File: src/rtl/program_loader_pkg.sv
// Shared definitions for the boot-time program loader: FSM encoding, byte-lane
// layout of instruction words and the default memory address width.
package program_loader_pkg;

    localparam int unsigned ADDR_W_DEFAULT = 8;
    localparam int unsigned LANE_W         = 8;
    localparam int unsigned LANES          = 4;
    localparam logic [1:0]  LANE_FIRST     = 2'd0;
    localparam logic [1:0]  LANE_LAST      = 2'd3;

    typedef enum logic [2:0] {
        StIdle,
        StData,
        StCheck,
        StRun,
        StErr
    } state_e;

    // Little-endian placement: lane 0 occupies bits 7:0.
    function automatic logic [31:0] place_lane(input logic [31:0] word,
                                               input logic [1:0]  lane,
                                               input logic [7:0]  data);
        logic [31:0] result;
        result = word;
        result[lane*LANE_W +: LANE_W] = data;
        return result;
    endfunction

endpackage

File: src/rtl/program_loader.sv
// Byte-stream program loader: count byte, little-endian words, XOR checksum.
// Writes words into an external instruction memory and releases the core on success.
module program_loader
    import program_loader_pkg::*;
#(
    parameter int unsigned ADDR_W = ADDR_W_DEFAULT
) (
    input  logic              clk,
    input  logic              reset,
    input  logic              in_valid,
    input  logic [7:0]        in_data,
    output logic              in_ready,
    output logic              mem_we,
    output logic [ADDR_W-1:0] mem_addr,
    output logic [31:0]       mem_wdata,
    output logic              cpu_reset,
    output logic              done,
    output logic              err
);

    state_e              r_state;
    state_e              w_state_next;

    logic [ADDR_W-1:0]   r_count;
    logic [ADDR_W-1:0]   r_word_idx;
    logic [1:0]          r_byte_idx;
    logic [7:0]          r_xor;
    logic [23:0]         r_asm;
    logic                r_mem_we;
    logic [ADDR_W-1:0]   r_mem_addr;
    logic [31:0]         r_mem_wdata;

    logic                w_accept;
    logic                w_word_done;
    logic                w_last_word;
    logic [31:0]         w_word;

    assign w_accept    = in_valid & in_ready;
    assign w_word_done = (r_byte_idx == LANE_LAST);
    // A count of 0 wraps to all-ones here, which selects the full 2**ADDR_W words.
    assign w_last_word = (r_word_idx == (r_count - ADDR_W'(1)));
    assign w_word      = place_lane({8'h00, r_asm}, r_byte_idx, in_data);

    always_ff @(posedge clk) begin
        if (reset) begin
            r_state <= StIdle;
        end else begin
            r_state <= w_state_next;
        end
    end

    always_comb begin
        w_state_next = r_state;
        in_ready     = 1'b0;
        cpu_reset    = 1'b1;
        done         = 1'b0;
        err          = 1'b0;
        unique case (r_state)
            StIdle: begin
                in_ready = 1'b1;
                if (w_accept) begin
                    w_state_next = StData;
                end
            end
            StData: begin
                in_ready = 1'b1;
                if (w_accept && w_word_done && w_last_word) begin
                    w_state_next = StCheck;
                end
            end
            StCheck: begin
                in_ready = 1'b1;
                if (w_accept) begin
                    w_state_next = (in_data == r_xor) ? StRun : StErr;
                end
            end
            StRun: begin
                cpu_reset = 1'b0;
                done      = 1'b1;
            end
            StErr: begin
                err = 1'b1;
            end
            default: begin
                w_state_next = StIdle;
            end
        endcase
    end

    always_ff @(posedge clk) begin
        if (reset) begin
            r_count     <= '0;
            r_word_idx  <= '0;
            r_byte_idx  <= LANE_FIRST;
            r_xor       <= '0;
            r_asm       <= '0;
            r_mem_we    <= 1'b0;
            r_mem_addr  <= '0;
            r_mem_wdata <= '0;
        end else begin
            r_mem_we <= 1'b0;
            if (w_accept) begin
                case (r_state)
                    StIdle: begin
                        r_count    <= ADDR_W'(in_data);
                        r_word_idx <= '0;
                        r_byte_idx <= LANE_FIRST;
                        r_xor      <= '0;
                    end
                    StData: begin
                        r_asm      <= w_word[23:0];
                        r_xor      <= r_xor ^ in_data;
                        r_byte_idx <= r_byte_idx + 2'd1;
                        if (w_word_done) begin
                            // Address/data only move on the edge that raises the strobe.
                            r_mem_we    <= 1'b1;
                            r_mem_addr  <= r_word_idx;
                            r_mem_wdata <= w_word;
                            r_word_idx  <= r_word_idx + ADDR_W'(1);
                        end
                    end
                    default: begin
                    end
                endcase
            end
        end
    end

    assign mem_we    = r_mem_we;
    assign mem_addr  = r_mem_addr;
    assign mem_wdata = r_mem_wdata;

endmodule
File: config.mk
export PLATFORM = sky130hd
export DESIGN_NAME = program_loader
export DESIGN_NICKNAME = d
export VERILOG_FILES = /design/src/rtl/program_loader_pkg.sv /design/src/rtl/program_loader.sv
export SDC_FILE = /design/constraint.sdc
export NUM_CORES = 1
export LEC_CHECK = 0
export ABC_AREA = 0
export CORE_UTILIZATION = 31
export CTS_CLUSTER_DIAMETER = 80
export DETAILED_ROUTE_END_ITERATION = 8
export SYNTH_ARGS = -nofsm -noshare
export SYNTH_HDL_FRONTEND = slang
export SYNTH_SLANG_ARGS = --single-unit
File: constraint.sdc
create_clock -name clk -period 1.8 [get_ports clk]
set_input_delay 0.27 -clock clk [delete_from_list [all_inputs] [get_ports clk]]
set_output_delay 0.27 -clock clk [all_outputs]
set_load 0.05 [all_outputs]
== After elaboration in Yosys (flattened, before gate mapping) ==
Cells that the tools add are included.

* Register bits: 94
* Input bits: 11
* Output and inout port bits: 45
* Logic and storage cells: 59

* $add $sub $neg: 4
* Equality and inequality tests: 11
* Shift operators: 2
* Multiplexer cells: 15
* Bitwise gates (word level): 5
* Reductions and logical operators: 13

{| class="wikitable"
|+ Operators by type and width
! cell !! number
|-
| $neg 5->34 || 1
|-
| $shift 8x34->32 const A || 1
|-
| $shiftx 8x34->32 || 1
|-
| $bwmux 32 || 1
|-
| $pmux 8 s2 || 2
|-
| $eq 8x8->1 || 2
|-
| $mux 3 || 4
|-
| $pmux 3 s4 || 1
|-
| $add 8x1->8 const B || 1
|-
| $mux 8 || 1
|-
| $ne 2x2->1 const B || 4
|-
| $sub 8x1->8 const B || 1
|-
| $xor 8x8->8 || 1
|-
| $eq 3x2->1 const B || 2
|-
| $reduce_and 2->1 || 3
|-
| $reduce_and 3->1 || 2
|-
| $reduce_or 3->1 || 2
|-
| $mux 1 || 5
|-
| $pmux 2 s2 || 1
|-
| $reduce_and 4->1 || 1
|-
| $eq 3x1->1 const B || 1
|-
| $eq 3x3->1 const B || 1
|-
| $logic_not 3->1 || 1
|-
| $not 1->1 || 3
|-
| 6 further kinds || 7
|}

== Logic depth before layout (Yosys ltp) ==
Gate-level depths: netlist (run 1).

* Depth in word-level cells: 8
* Mapped depth: 9
* Gate-level depth less buffers: 7

== Worst setup path after synthesis (run 1) ==
Ideal clock, no wire load.

* Path type: register -> output
* Start: register r_state[0]
* End: output port err
* Arrival time: 1.855 ns
* Slack: -0.325 ns
* Cell stages (with the launch flop): 4
* Path buffers: 2
* Path through: dfxtp_1 > clkbuf_1 > clkbuf_1 > nor3b_1

* Longest elaborated chain between the ends: 2

{| class="wikitable"
|+ RTL lines
! item !! RTL line !! source
|-
| start, declared || program_loader.sv:21 || <nowiki>state_e r_state;</nowiki>
|-
| start signal, assigned || program_loader.sv:46 || <nowiki>r_state <= StIdle;</nowiki>
|-
| start signal, assigned || program_loader.sv:48 || <nowiki>r_state <= w_state_next;</nowiki>
|-
| $eq 3x3->1 || program_loader.sv:58 || <nowiki>unique case (r_state)</nowiki>
|-
| $mux 1 || program_loader.sv:58 ||
|-
| end, declared || program_loader.sv:18 || <nowiki>output logic err</nowiki>
|}

Every way passes these cells.

== Worst setup path after layout (run 1) ==
* Start: register r_mem_addr[6], in the netlist mem_addr[6]
* End: output port mem_addr[6]

{| class="wikitable"
|+ RTL lines
! item !! RTL line !! source
|-
| start, declared || program_loader.sv:30 || <nowiki>logic [ADDR_W-1:0] r_mem_addr;</nowiki>
|-
| start signal, assigned || program_loader.sv:117 || <nowiki>r_mem_addr <= r_word_idx;</nowiki>
|-
| end, declared || program_loader.sv:14 || <nowiki>output logic [ADDR_W-1:0] mem_addr,</nowiki>
|}

No word-level cell between the ends.

==> metrics.md, run 1 <==
| Metric | Value |
|---|---|
| Clk Tree Root Cell | clkbuf_16 |
| CTS tree | built |
| Top post-synthesis cells by area | dfxtp_1 (46%), nor2_1 (5.8%), a21oi_1 (4.8%) |
| Family with the most delay on the worst path | buffers and inverters |
| Chip height | 117 µm |
| Area share of the largest cell type after synthesis | 45.5% |
| Crit path max-delay cell type | clkdlybuf4s50_1 |
| Clock Power Share | 41.0% |
| Layout cell share with drive strength beyond 1 | 16.5% |
| Hold Crit Class | input port to flip-flop |
| Worst Path Required | 1.53 ns |
| Layout Nets | 571 |
| Kind of critical path | flip-flop to output port |
| Crit end category | output port |
| Reg2reg setup slack | 0.06 ns |
| Placed Cells | 714 |
| Reg clk slew, reported paths | 0.07 ns |
| Hold path depth | 2 |
| Hold path start | reset |
| Cts bufs inserted | 9 |
| #FFs+latches synth | 94 |
| # IOs | 56 |
| DRT iter0 DRCs | 176 |
| Final WL | 10900 µm |
| Slowest stage delay, CP | 0.81 ns |
| Post-synthesis compound-gate area fraction | 18.9% |
| Clock skew | 0.00574 ns |
| Internal | 0.00323 W |
| Min Tclk post-route | 1.77 ns |
| Register area | 0.00189 mm² |
| Period utilisation layout | 98.2% |
| Bufs on Longest Clock Path | 2 |
| Full die area | 0.0138 mm² |
| CP arrival | 1.50 ns |
| Psw | 0.00110 W |
| Setup Fix Bufs, Post-CTS | 0 |
| Final Slew Violations | 0 |
| Die X | 117 µm |
| Worst path buffer plus inverter count | 1 |
| Total gr overflow | 0 |
| Max Fclk | 566 MHz |
| Layout area overhead | 30.5% |
| Slew HR | 63.5% |
| Vias in the first global route | 3674 |
| Synth warn | 0 |
| First-pass GRT wire length | 18300 µm |
| Overall Power | 0.00433 W |
| Worst slew pin tran | 0.547 ns |
| Logic gate share of total power | 9.5% |
| Vias | 3707 |
| Crit Reg-Reg Startpoint | r_count[2] |
| Largest net degree at the start of global routing | 44 |
| Initial antenna violation count | 0 |
| Initial core utilization | 32.2% |
| Layout Cells excl Fill | 730 |
| Row cnt | 41 |
| Sequential share of power | 49.5% |
| TritonCTS sink count | 94 |
| Syn_nets | 505 |
| Post-synth cell types | 43 |
| Worst Reg-to-Reg Cells | 5 |
| Run status | finished clean |
| RSZ-0062 raised after global routing | false |
| Core Footprint | 0.0128 mm² |
| Worst path cell trace | clkdlybuf4s50_1 |
| Synth area leader | dfxtp_1 |
| Clock Latency Late Sink | 0.35 ns |
| Main synth FF type | dfxtp_1 |
| N_diodes | 0 |
| Mean routed wirelength per cell | 15.0 µm |
| Max Fanout on Critical Path | 2 |
| Adder-cell share of the synthesized area | 2.12% |
| Mux share of post-synthesis cell area | 0% |
| # DRC | 0 |
| Critical Path Source Type | flip-flop |
| RD Place Congestion | 0.823 |
| Post-Syn Area | 0.00413 mm² |
| Switching share of power | 25.5% |
| Dpl hpwl | 7600 µm |
| Hold Fails Final Rpt | 0 |
| Post-synth ARST share | 0% |
| H-tree Lvls | 3 |
| Post-DRT Antenna Nets | 0 |
| Final setup viols | 0 |
| Power Density | 803 mW/mm² |
| EDFF count, synth | 0 |
| Total track usage | 16.4% |
| RR Endpoint | r_state[0] |
| Syn Inst Count | 487 |
| LEAKAGE | 2.18 nW |
| Multi-input gate area | 0.00208 mm² |
| Synth Area in XOR/XNOR | 4.66% |
| DR pass1 iterations | 5 |
| Max cap viols | 0 |
| Synth Area in Simple Gates | 23.6% |
| Largest family of logic cells by synthesized area | simple AND/OR/NAND/NOR gates |
| Peak VDD IR | 0.537 mV |
| Via density | 5.08 |
| PortBufs | 55 |
| Layout fillers | 1328 |
| Worst Hold Margin | 0.202 ns |
| Seq/Total Area, Yosys | 45.5% |
| Hold EP | r_count[4] |
| Syn avg cell area | 8.49 µm² |
-- placed cells by master (no fill, tap or decap), types with 2 or more instances in the layout --
master           count
a211oi_1            13
a21oi_1             40
a221oi_1            19
a22oi_1             24
and2_1               3
and3_1               3
buf_12               3
buf_4               54
clkbuf_16            9
clkdlybuf4s50_1     23
clkinv_2             3
clkinvlp_4           4
dfxtp_1             92
dlymetal6s2s_1      14
ha_1                 4
ha_4                 2
inv_1                6
nand2_1             46
nand2b_1             7
nand3_1             12
nand3b_1             9
nand4_1              5
nor2_1              64
nor2b_1              8
nor3_1              24
nor3b_1              2
nor4b_4              3
o21ai_0             12
xnor2_1             13
xor2_1               9
-- layer usage --
layer | GRT usage, % | wire [µm] | vias up
met1 | 21.2 | 4970 | 1761
li1 | - | - | 1842
met5 | 0 | 0 | -
met4 | 6.01 | 143 | 0
met3 | 3.15 | 521 | 12
met2 | 27.3 | 5290 | 92
-- power groups by stage --
stage          clock, W  sequential [W]  combinational (W)
3_3_place_gp          0         0.00219           0.000396
5_1_grt         0.00189         0.00215           0.000455
3_5_place_dp          0         0.00219           0.000405
6_report        0.00177         0.00214           0.000413
2_1_floorplan         0         0.00219           0.000267
4_1_cts         0.00181         0.00214           0.000409
-- registers in the layout (all words and copies together), names as in the netlist --
signal,cells
mem_we,1
r_byte_idx,2
r_xor,8
r_asm,24
r_state,3
mem_addr,8
r_count,8
r_word_idx,8
mem_wdata,32
-- layout make-up --
cell class	count	area share, %
multi-input cells	341	38.6
clock inverters	7	0.928
well taps	172	3.99
flip-flops and latches	94	35.0
inverters	11	0.905
repair buffers	96	16.5
clock buffers	9	4.18
-- cell families (layout without fill, tap and decap cells) --
kind of cell,Yosys count,count (layout)
simple gates,195,195
compound gates,117,117
flops,94,94
buf+inv,52,123
xor+xnor,22,22
fa+ha+maj,7,7
-- Yosys cell counts, types with 2 or more instances --
cell type  instances
a211oi_1          13
a21oi_1           40
a221oi_1          19
a22oi_1           24
and2_1             4
and3_1             3
buf_2             12
clkbuf_1          27
clkinv_1           3
dfxtp_1           94
ha_1               7
inv_1              8
nand2_1           46
nand2b_1           7
nand3_1           12
nand3b_1           9
nand4_1            5
nor2_1            64
nor2b_1            8
nor3_1            24
nor3b_1            3
nor4b_4            2
o21ai_0           13
xnor2_1           13
xor2_1             9
-- how the worst max path moves through the flow --
stage	start	end	slack, ns	depth (start not counted)
detailed placement	in_valid	r_count[7]	-0.22	6
finish	mem_addr[6]	mem_addr[6]	0.03	1
global route	mem_wdata[1]	mem_wdata[1]	0.002	1
CTS	mem_wdata[31]	mem_wdata[31]	0.005	1
floorplan	r_state[0]	done	0.008	4
global placement	in_valid	r_word_idx[3]	-0.16	6
-- through the flow --
stage | instance area [µm²] | TNS [ns] | utilization, % | worst slack (ns)
global route | 5390 | 0 | 42.0 | 0.00194
global placement | 5060 | -5.20 | 39.4 | -0.157
CTS | 5340 | 0 | 41.6 | 0.00512
finish | 5390 | 0 | 42.0 | 0.0324
detailed placement | 5060 | -10.11 | 39.4 | -0.222
floorplan | 4190 | 0 | - | 0.00751
-- timing repair --
action	CTS	global route
hold buffers	0	0
resized for setup	1	22
setup endpoints to repair	1	43
No activity file was read; power rests on OpenSTA's default activity.
==> inputs of run 2 (changes only) <==
--- a/config.mk
+++ b/config.mk
@@ -9,6 +9,7 @@
 export CORE_UTILIZATION = 31
 export CTS_CLUSTER_DIAMETER = 80
 export DETAILED_ROUTE_END_ITERATION = 8
+export RECOVER_POWER = 50
 export SYNTH_ARGS = -nofsm -noshare
 export SYNTH_HDL_FRONTEND = slang
 export SYNTH_SLANG_ARGS = --single-unit
==> metrics.md, run 2 (synthesis results as in run 1) <==
| Metric | Value |
|---|---|
| Run status | finished clean |
| Clock skew | 0.00300 ns |
| Cts hold-fix bufs | 0 |
| Max Fanout on Critical Path | 2 |
| Slowest stage delay, CP | 0.81 ns |
| Row cnt | 41 |
| Largest net degree at the start of global routing | 44 |
| Final setup viols | 0 |
| LEAKAGE | 1.79 nW |
| Power Density | 834 mW/mm² |
| Largest register FFs | 32 |
| Max cap viols | 0 |
| RSZ-0062 raised after global routing | false |
| Crit end category | output port |
| Core Footprint | 0.0128 mm² |
| Worst path cell trace | clkdlybuf4s50_1 |
| Layout Nets | 571 |
| Post-DRT Antenna Nets | 0 |
| Layout fillers | 1370 |
| Register area | 0.00189 mm² |
| Worst Path Required | 1.53 ns |
| Setup Fix Bufs, Post-CTS | 0 |
| Initial antenna violation count | 0 |
| Chip height | 117 µm |
| Most common cell after layout, fill and taps aside | dfxtp_1 |
| Most frequent cells in the layout | dfxtp_1 (92), nor2_1 (64), nand2_1 (46) |
| Period utilisation layout | 98.1% |
| Vias in the first global route | 3674 |
| Final Slew Violations | 0 |
| Max Fclk | 567 MHz |
| Multi-input gate area | 0.00206 mm² |
| DRT iter0 DRCs | 187 |
| GR Util met3 | 3.15% |
| Overall Power | 0.00432 W |
| GR peak layer | met2 |
| CTS tree | built |
| Hold Crit Class | input port to flip-flop |
| Cts bufs inserted | 9 |
| Bufs on Longest Clock Path | 2 |
| RD Place Congestion | 0.823 |
| N_diodes | 0 |
| Via density | 5.09 |
| Reg clk slew, reported paths | 0.07 ns |
| Slew HR | 56.7% |
| Min Tclk post-route | 1.76 ns |
| TritonCTS sink count | 94 |
| Worst slew pin tran | 0.652 ns |
| Crit path max-delay cell type | clkdlybuf4s50_1 |
| CP arrival | 1.49 ns |
| # IOs | 56 |
| Initial core utilization | 32.2% |
| PortBufs | 55 |
| Critical Path Source Type | flip-flop |
| Kind of critical path | flip-flop to output port |
| H-tree Lvls | 3 |
| Worst path buffer plus inverter count | 1 |
| Mean routed wirelength per cell | 15.0 µm |
| Worst Hold Margin | 0.202 ns |
| GRT met2 Usage | 27.3% |
| Met1 usage | 21.2% |
| First-pass GRT wire length | 18300 µm |
| Family with the most delay on the worst path | buffers and inverters |
| TNS Setup | 0 ns |
| Total gr overflow | 0 |
| Layout cell share with drive strength beyond 1 | 13.8% |
| Peak VDD IR | 0.542 mV |
| Clk Tree Root Cell | clkbuf_16 |
| Final WL | 10900 µm |
| Full die area | 0.0138 mm² |
| Clock Latency Late Sink | 0.35 ns |
| DR pass1 iterations | 4 |
| # DRC | 0 |
| Hold Fails Final Rpt | 0 |
| Die X | 117 µm |
| Vias | 3717 |
| Dpl hpwl | 7600 µm |
| Layout area overhead | 25.2% |
| Total track usage | 16.4% |
==> run 2: changes by cell type in the layout (fill, tap and decap cells not counted), sizes merged <==
cell,previous run,this run
clkbuf,9,42
buf,59,40
dlymetal6s2s,14,0
clkdlybuf4s50,23,22
dlygate4sd3,0,1
==> run 2: final timing paths <==
path | start | end | slack, ns | depth (start not counted)
min | reset | r_count[0] | 0.20 | 2
max reg2reg | r_count[1] | r_state[0] | 0.10 | 7
min reg2reg | mem_addr[1] | mem_addr[1] | 0.45 | 2
max | mem_addr[6] | mem_addr[6] | 0.04 | 1
==> run 2: cell type report <==
type / count / share of cell area [%]
Clock buffer: 9 / 4.35
Clock inverter: 7 / 0.967
Timing Repair Buffer: 96 / 13.3
Inverter: 11 / 0.943
Tap cell: 172 / 4.16
Multi-Input combinational cell: 341 / 39.9
Sequential cell: 94 / 36.5
==> run 2: metal layers <==
metal  vias to the layer above  wire length, µm
met5                         -                0
met4                         0              179
met3                        14              508
met2                        82             5230
met1                      1776             5010
li1                       1845                -
==> run 2: metrics by stage <==
step	setup WS [ns]	area (µm²)	cells	utilization [%]
6_report	0.0350	5170	730	40.3
5_1_grt	0.00194	5170	730	40.3
4_1_cts	0.00512	5340	730	41.6
3_5_place_dp	-0.222	5060	714	39.4
3_3_place_gp	-0.157	5060	714	39.4
2_1_floorplan	0.00751	4190	487	-
==> run 2: timing repair <==
item	4_1_cts	5_1_grt
resized for setup	1	22
endpoints found under the setup margin	1	43
endpoints found under the hold margin	0	0
==> run 2: power breakdown <==
| part | internal, W | leakage, nW | total, W | switching [W] |
|---|---|---|---|---|
| combinational | 0.000165 | 0.903 | 0.000400 | 0.000234 |
| clock | 0.000938 | 0.128 | 0.00177 | 0.000836 |
| sequential | 0.00211 | 0.761 | 0.00214 | 0.0000298 |
